[src/rtl/cache_def.sv]
// Shared sizing, data-array request type and FSM state encoding for the
// victim cache tag/control block.
package cache_def;

    localparam int WAYS_VC      = 4;
    localparam int INDEX_WAY_VC = $clog2(WAYS_VC);
    localparam int TAG_VC_W     = 28;

    // Request into the victim cache data array.
    typedef struct packed {
        logic we;
    } vc_cache_req_type;

    typedef enum logic [1:0] {
        IDLE    = 2'd0,
        LK_RESP = 2'd1,
        EVICT   = 2'd2,
        WRITE   = 2'd3
    } vc_state_e;

endpackage

[src/rtl/victim_cache_tag_if.sv]
// Lookup, insert, eviction and data-array signals between the victim cache
// tag block (slave) and its L1/memory-side environment (master).
interface victim_cache_tag_if;
    import cache_def::*;

    logic                    ready_o;
    logic                    lk_valid_i;
    logic [TAG_VC_W-1:0]     lk_tag_i;
    logic                    lk_done_o;
    logic                    lk_hit_o;
    logic [INDEX_WAY_VC-1:0] lk_way_o;
    logic                    ins_valid_i;
    logic [TAG_VC_W-1:0]     ins_tag_i;
    logic                    ins_dirty_i;
    logic                    ins_done_o;
    logic                    evict_valid_o;
    logic [TAG_VC_W-1:0]     evict_tag_o;
    logic                    evict_ready_i;
    vc_cache_req_type        data_req_o;
    logic [INDEX_WAY_VC-1:0] address_way_tag2data_o;

    modport slave (
        input  lk_valid_i, lk_tag_i, ins_valid_i, ins_tag_i, ins_dirty_i, evict_ready_i,
        output ready_o, lk_done_o, lk_hit_o, lk_way_o, ins_done_o,
               evict_valid_o, evict_tag_o, data_req_o, address_way_tag2data_o
    );

    modport master (
        output lk_valid_i, lk_tag_i, ins_valid_i, ins_tag_i, ins_dirty_i, evict_ready_i,
        input  ready_o, lk_done_o, lk_hit_o, lk_way_o, ins_done_o,
               evict_valid_o, evict_tag_o, data_req_o, address_way_tag2data_o
    );

endinterface

[src/rtl/vc_way_select.sv]
// Combinational way search: tag match vector with hit encoder, plus the
// lowest-index invalid way. One instance serves both lookup and insert.
module vc_way_select
    import cache_def::*;
(
    input  logic [WAYS_VC-1:0][TAG_VC_W-1:0] tags,
    input  logic [WAYS_VC-1:0]               valid,
    input  logic [TAG_VC_W-1:0]              cmp_tag,
    output logic                             hit,
    output logic [INDEX_WAY_VC-1:0]          hit_way,
    output logic                             free,
    output logic [INDEX_WAY_VC-1:0]          free_way
);

    logic [WAYS_VC-1:0] match;

    // Per-way tag comparison, only valid entries can match.
    always_comb begin
        match = '0;
        for (int i = 0; i < WAYS_VC; i++) begin
            match[i] = valid[i] && (tags[i] == cmp_tag);
        end
    end

    // Encode the matching way and the lowest-index invalid way (low index wins).
    always_comb begin
        hit      = |match;
        free     = ~&valid;
        hit_way  = '0;
        free_way = '0;
        for (int i = WAYS_VC - 1; i >= 0; i--) begin
            hit_way  = match[i]  ? INDEX_WAY_VC'(i) : hit_way;
            free_way = !valid[i] ? INDEX_WAY_VC'(i) : free_way;
        end
    end

endmodule

[src/rtl/victim_cache_tag.sv]
// Tag/valid/dirty store and control FSM of the fully-associative victim
// cache. Drives way select and write enable of the downstream data array.
module victim_cache_tag
    import cache_def::*;
(
    input  logic              clk_i,
    input  logic              rst_i,
    victim_cache_tag_if.slave bus
);

    localparam logic [INDEX_WAY_VC-1:0] WAY_ONE = INDEX_WAY_VC'(1);

    vc_state_e                        state;
    vc_state_e                        next_state;
    logic [WAYS_VC-1:0][TAG_VC_W-1:0] tag_mem;
    logic [WAYS_VC-1:0]               valid;
    logic [WAYS_VC-1:0]               dirty;
    logic [INDEX_WAY_VC-1:0]          rr_ptr;
    logic [INDEX_WAY_VC-1:0]          way;       // lookup result or insert target
    logic                             lk_hit;
    logic [TAG_VC_W-1:0]              ins_tag;
    logic                             ins_dirty; // dirty value to store on write
    logic                             use_ptr;   // target came from round-robin

    logic [TAG_VC_W-1:0]     cmp_tag;
    logic                    any_hit;
    logic [INDEX_WAY_VC-1:0] hit_way;
    logic                    any_free;
    logic [INDEX_WAY_VC-1:0] free_way;
    logic [INDEX_WAY_VC-1:0] tgt_way;
    logic                    tgt_dirty;
    logic                    tgt_ptr;
    logic                    tgt_evict;

    // Insert has priority in IDLE, so it owns the shared comparator then.
    assign cmp_tag = bus.ins_valid_i ? bus.ins_tag_i : bus.lk_tag_i;

    vc_way_select u_way_select (
        .tags     (tag_mem),
        .valid    (valid),
        .cmp_tag  (cmp_tag),
        .hit      (any_hit),
        .hit_way  (hit_way),
        .free     (any_free),
        .free_way (free_way)
    );

    // Insert target: matching way, else first invalid way, else round-robin victim.
    always_comb begin
        tgt_way   = rr_ptr;
        tgt_dirty = bus.ins_dirty_i;
        tgt_ptr   = 1'b0;
        tgt_evict = 1'b0;
        if (any_hit) begin
            tgt_way   = hit_way;
            tgt_dirty = dirty[hit_way] | bus.ins_dirty_i;
        end else if (any_free) begin
            tgt_way   = free_way;
        end else begin
            tgt_ptr   = 1'b1;
            tgt_evict = valid[rr_ptr] & dirty[rr_ptr];
        end
    end

    // FSM state register.
    always_ff @(posedge clk_i) begin
        if (rst_i) begin
            state <= IDLE;
        end else begin
            state <= next_state;
        end
    end

    // FSM next-state logic.
    always_comb begin
        next_state = state;
        case (state)
            IDLE: begin
                if (bus.ins_valid_i) begin
                    next_state = tgt_evict ? EVICT : WRITE;
                end else if (bus.lk_valid_i) begin
                    next_state = LK_RESP;
                end else begin
                    next_state = IDLE;
                end
            end
            LK_RESP: next_state = IDLE;
            EVICT: begin
                if (bus.evict_ready_i) begin
                    next_state = WRITE;
                end else begin
                    next_state = EVICT;
                end
            end
            WRITE:   next_state = IDLE;
            default: next_state = IDLE;
        endcase
    end

    // Tag store, request capture, hit invalidation and round-robin update.
    always_ff @(posedge clk_i) begin
        if (rst_i) begin
            valid     <= '0;
            dirty     <= '0;
            rr_ptr    <= '0;
            way       <= '0;
            lk_hit    <= 1'b0;
            ins_tag   <= '0;
            ins_dirty <= 1'b0;
            use_ptr   <= 1'b0;
        end else begin
            case (state)
                IDLE: begin
                    if (bus.ins_valid_i) begin
                        ins_tag   <= bus.ins_tag_i;
                        ins_dirty <= tgt_dirty;
                        way       <= tgt_way;
                        use_ptr   <= tgt_ptr;
                    end else if (bus.lk_valid_i) begin
                        lk_hit <= any_hit;
                        way    <= any_hit ? hit_way : '0;
                    end
                end
                LK_RESP: begin
                    // Line moves back to L1, so the entry is released.
                    if (lk_hit) begin
                        valid[way] <= 1'b0;
                        dirty[way] <= 1'b0;
                    end
                end
                WRITE: begin
                    tag_mem[way] <= ins_tag;
                    valid[way]   <= 1'b1;
                    dirty[way]   <= ins_dirty;
                    if (use_ptr) begin
                        rr_ptr <= rr_ptr + WAY_ONE;
                    end
                end
                default: begin
                end
            endcase
        end
    end

    // State-decoded outputs towards L1, memory and the data array.
    always_comb begin
        bus.ready_o                = 1'b0;
        bus.lk_done_o              = 1'b0;
        bus.lk_hit_o               = 1'b0;
        bus.lk_way_o               = '0;
        bus.ins_done_o             = 1'b0;
        bus.evict_valid_o          = 1'b0;
        bus.evict_tag_o            = '0;
        bus.data_req_o             = '0;
        bus.address_way_tag2data_o = '0;
        case (state)
            IDLE: bus.ready_o = 1'b1;
            LK_RESP: begin
                bus.lk_done_o              = 1'b1;
                bus.lk_hit_o               = lk_hit;
                bus.lk_way_o               = way;
                bus.address_way_tag2data_o = way;
            end
            EVICT: begin
                bus.evict_valid_o          = 1'b1;
                bus.evict_tag_o            = tag_mem[way];
                bus.address_way_tag2data_o = way;
            end
            WRITE: begin
                bus.data_req_o.we          = 1'b1;
                bus.ins_done_o             = 1'b1;
                bus.address_way_tag2data_o = way;
            end
            default: bus.ready_o = 1'b0;
        endcase
    end

endmodule
[src/flat_wrapper.sv]
// flat-port wrapper written by rule: the top's interface ports become plain ports
module victim_cache_tag_flat import cache_def::*;
  (clk_i, rst_i, bus_lk_valid_i, bus_lk_tag_i, bus_ins_valid_i, bus_ins_tag_i, bus_ins_dirty_i, bus_evict_ready_i, bus_ready_o, bus_lk_done_o, bus_lk_hit_o, bus_lk_way_o, bus_ins_done_o, bus_evict_valid_o, bus_evict_tag_o, bus_data_req_o, bus_address_way_tag2data_o);
  victim_cache_tag_if bus_i ();
  input  logic clk_i;
  input  logic rst_i;
  input wire logic [$bits(bus_i.lk_valid_i)-1:0] bus_lk_valid_i;
  input wire logic [$bits(bus_i.lk_tag_i)-1:0] bus_lk_tag_i;
  input wire logic [$bits(bus_i.ins_valid_i)-1:0] bus_ins_valid_i;
  input wire logic [$bits(bus_i.ins_tag_i)-1:0] bus_ins_tag_i;
  input wire logic [$bits(bus_i.ins_dirty_i)-1:0] bus_ins_dirty_i;
  input wire logic [$bits(bus_i.evict_ready_i)-1:0] bus_evict_ready_i;
  output wire logic [$bits(bus_i.ready_o)-1:0] bus_ready_o;
  output wire logic [$bits(bus_i.lk_done_o)-1:0] bus_lk_done_o;
  output wire logic [$bits(bus_i.lk_hit_o)-1:0] bus_lk_hit_o;
  output wire logic [$bits(bus_i.lk_way_o)-1:0] bus_lk_way_o;
  output wire logic [$bits(bus_i.ins_done_o)-1:0] bus_ins_done_o;
  output wire logic [$bits(bus_i.evict_valid_o)-1:0] bus_evict_valid_o;
  output wire logic [$bits(bus_i.evict_tag_o)-1:0] bus_evict_tag_o;
  output wire logic [$bits(bus_i.data_req_o)-1:0] bus_data_req_o;
  output wire logic [$bits(bus_i.address_way_tag2data_o)-1:0] bus_address_way_tag2data_o;
  assign bus_i.lk_valid_i = bus_lk_valid_i;
  assign bus_i.lk_tag_i = bus_lk_tag_i;
  assign bus_i.ins_valid_i = bus_ins_valid_i;
  assign bus_i.ins_tag_i = bus_ins_tag_i;
  assign bus_i.ins_dirty_i = bus_ins_dirty_i;
  assign bus_i.evict_ready_i = bus_evict_ready_i;
  assign bus_ready_o = bus_i.ready_o;
  assign bus_lk_done_o = bus_i.lk_done_o;
  assign bus_lk_hit_o = bus_i.lk_hit_o;
  assign bus_lk_way_o = bus_i.lk_way_o;
  assign bus_ins_done_o = bus_i.ins_done_o;
  assign bus_evict_valid_o = bus_i.evict_valid_o;
  assign bus_evict_tag_o = bus_i.evict_tag_o;
  assign bus_data_req_o = bus_i.data_req_o;
  assign bus_address_way_tag2data_o = bus_i.address_way_tag2data_o;
  victim_cache_tag u_core (.clk_i(clk_i), .rst_i(rst_i), .bus(bus_i));
endmodule
[config.mk]
export PLATFORM = sky130hd
export DESIGN_NAME = victim_cache_tag_flat
export DESIGN_NICKNAME = d
export VERILOG_FILES = /design/src/rtl/cache_def.sv /design/src/rtl/victim_cache_tag_if.sv /design/src/rtl/vc_way_select.sv /design/src/rtl/victim_cache_tag.sv /design/src/flat_wrapper.sv
export SDC_FILE = /design/constraint.sdc
export NUM_CORES = 1
export LEC_CHECK = 0
export CORE_ASPECT_RATIO = 0.5
export CORE_UTILIZATION = 50
export CTS_CLUSTER_DIAMETER = 80
export DETAILED_ROUTE_END_ITERATION = 7
export GPL_TIMING_DRIVEN = 0
export PLACE_DENSITY = 0.76
export SYNTH_ARGS = -nofsm -noshare
export SYNTH_HDL_FRONTEND = slang
export SYNTH_HIERARCHICAL = 1
export SYNTH_SLANG_ARGS = --single-unit
[constraint.sdc]
create_clock -name clk_i -period 4.05 [get_ports clk_i]
set_clock_uncertainty 0.15 [all_clocks]
set_input_delay 0.6075 -clock clk_i [delete_from_list [all_inputs] [get_ports clk_i]]
set_output_delay 0.6075 -clock clk_i [all_outputs]
set_load 0.05 [all_outputs]
==> qor.yml <==
syn_area_per_cell_um2: 12.6
floorplan.initialDensity_pct: 52.6
ir_drop_mv: 0.335
path_max_fanout: 10
area_delta_synth_final_pct: 26.1
ctsRootBufferMaster: "clkbuf_16"
worstPathCellList: "dlymetal6s2s_1 > buf_6 > buf_4 > mux2_2 > clkbuf_1 > xnor2_2 > nand4_1 > or4_1 > or2_1 > a221oi_2 > a22oi_1 > a211oi_1"
synth_edf_count: 112
synth-seq-area-share_pct: 54.5
die_y_um: 90.4
min_period_ns: 3.80
hold_path.class: "reg2reg"
rsz0062_at_grt: "no"
ys_types: 48
dp_worst_setup_slack_ns: -0.822
placed_cell_area_mm2: 0.00923
crit_family: "simple AND/OR/NAND/NOR gates"
grt_pass1_wl_um: 32500
status: "complete, no violations"
yosysWarnings: 6
synth.cell_area_mm2: 0.00782
fp.dieW_um: 179
worstPathArrival_ns: 3.98
num_rows: 31
fmax_mhz: 263
first_iter_violations: 664
fin_setup_tns_ns: 0
synth_top_area_cell: "edfxtp_1"
synth-main-ff-cell: "edfxtp_1"
synthCells: 622
worstMarginPinSlew_ns: 0.935
drc_errors: 0
cp_slowest_cell: "or4_1"
synth_top_cell_area_share_pct: 43.0
setup_violations: 0
powerDensity_mw_per_mm2: 419
antennaDiodeCount: 0
coreArea_mm2: 0.0149
crit_required_ns: 4.23
final_cell_area_mm2: 0.00986
wl_per_cell_um: 22.5
die-area_mm2: 0.0162
slew_headroom_pct: 37.3
synth_nets: 684
grt_usage_pct: 28.3
critPathCaptureType: "flop"
grt_pass1_vias: 5442
dpl.hpwl_um: 16000
final_cell_mix: "edfxtp_1 (112), clkdlybuf4s50_1 (98), xnor2_1 (87), nand2_1 (72), dfxtp_1 (45)"
ant_nets: 0
place.gp.congestion: 0.939
cts_buffers: 17
final_nets: 814
reg2reg_setup_slack_ns: 1.09
leakagePower_nw: 3.17
grt_max_degree: 18
wl_um: 21700
stdcell_count: 963
viasPerCell: 5.87
numPortBuffers: 99
clk_pin_slew_ns: 0.07
cts_buffer_depth: 2
first_pass_iters: 6
htree_levels: 4
vias: 5649
clk-insertion-delay-late_ns: 0.43
cp-start-kind: "primary input"
synth.area.top_cells: "edfxtp_1 (43%), dfxtp_1 (12%), xnor2_1 (10%)"
async_reset_ff_share_pct: 0
slew_viol_final: 0
antenna_found_initial: 0
overflow: 0
ioPinCount: 100
synth_seq_cells: 157
cts_hold_buf: 0
worstSetupPathType: "in2reg"
period_share_pct: 93.9
final_common_cell: "edfxtp_1"
placed_cells: 930
drive_gt1_share_pct: 18.4
cts_tree: "done"
setup_slack_ns: 0.248
cts.sinks: 157
critical_path.max_stage_delay_ns: 0.56
finalHoldViolations: 0
critPathBufInv: 4
drv_cap: 0
==> synthesized netlist by cell type (4+ instances only) <==
| cell type | count |
|---|---|
| dfxtp_1 | 45 |
| buf_6 | 5 |
| nand2b_1 | 4 |
| edfxtp_1 | 112 |
| mux2_2 | 32 |
| and2_1 | 4 |
| buf_2 | 9 |
| o21ai_1 | 7 |
| nand3_1 | 8 |
| nor2_1 | 7 |
| nor3_1 | 4 |
| xnor2_1 | 90 |
| nor4_1 | 9 |
| mux4_2 | 28 |
| clkbuf_1 | 19 |
| xor2_1 | 21 |
| nand2_1 | 72 |
| nand4_1 | 24 |
| nor2b_1 | 34 |
| a21oi_1 | 44 |
==> routing by layer <==
| metal | global-route usage (%) | routed length [µm] | vias to the layer above |
|---|---|---|---|
| li1 | - | - | 2527 |
| met1 | 40.9 | 9120 | 2765 |
| met2 | 41.3 | 9570 | 306 |
| met3 | 7.87 | 2580 | 51 |
| met4 | 8.47 | 432 | 0 |
| met5 | 0 | 0 | - |
==> tightest hold or removal path: stages (launching register included) <==
cell and delay [ns]:
dfxtp_1 0.33, nand2_1 0.06, a21oi_1 0.05
==> cell type report <==
class	instances	area (µm²)
flip-flops and latches	157	4260
well taps	198	248
inverters	4	15.0
repair buffers	111	1140
clock inverters	15	146
fillers	1099	4990
multi-input cells	420	3400
plain buffers	41	230
clock buffers	17	425
==> path summary, 6_finish.rpt <==
kind                               start                     endpoint  depth (start not counted)
min reg2reg  u_core/use_ptr$_SDFFE_PP0P_  u_core/use_ptr$_SDFFE_PP0P_                          2
max                      bus_ins_valid_i   u_core/way[1]$_SDFFE_PP0P_                         12
min          u_core/use_ptr$_SDFFE_PP0P_  u_core/use_ptr$_SDFFE_PP0P_                          2
max reg2reg  u_core/tag_mem[3]$_DFFE_PP_   u_core/way[1]$_SDFFE_PP0P_                          8
==> registers in the layout (all words and copies together) (netlist names), named ones only <==
signal and count:
u_core/tag_mem 112, u_core/ins_tag 28, u_core/dirty 4, u_core/rr_ptr 2, u_core/state 2, u_core/way 2, u_core/ins_dirty 1, u_core/lk_hit 1
u_core/use_ptr 1
==> timing repair <==
item | in CTS | in global routing
pin swaps | 1 | 1
gates resized for setup | 12 | 1
setup endpoints to repair | 6 | 6
buffers inserted | 1 | 0
==> power by group <==
part / internal [mW] / switching [mW]
combinational: 0.328 / 0.449
clock: 0.817 / 0.729
sequential: 1.77 / 0.0410
total: 2.91 / 1.22
==> logic make-up (layout without fill, tap and decap cells) <==
logic type | Yosys count | after routing | synth area share, %
AND/OR/NAND/NOR | 180 | 180 | 12.0
flip-flops | 157 | 157 | 54.5
XOR/XNOR | 114 | 114 | 13.1
buffers and inverters | 45 | 188 | 2.98
multiplexers | 61 | 61 | 12.8
AO/OA/AOI/OAI | 65 | 65 | 4.67
==> metrics by stage <==
step,util (%),hold WS (ns),total power [mW]
5_1_grt,66.4,0.347,4.26
6_report,66.4,0.329,4.13
4_1_cts,66.4,0.327,4.14
3_3_place_gp,61.0,0.312,2.59
3_5_place_dp,62.1,0.317,2.60
2_1_floorplan,-,0.295,2.33
(Power assumes the default switching activity.)
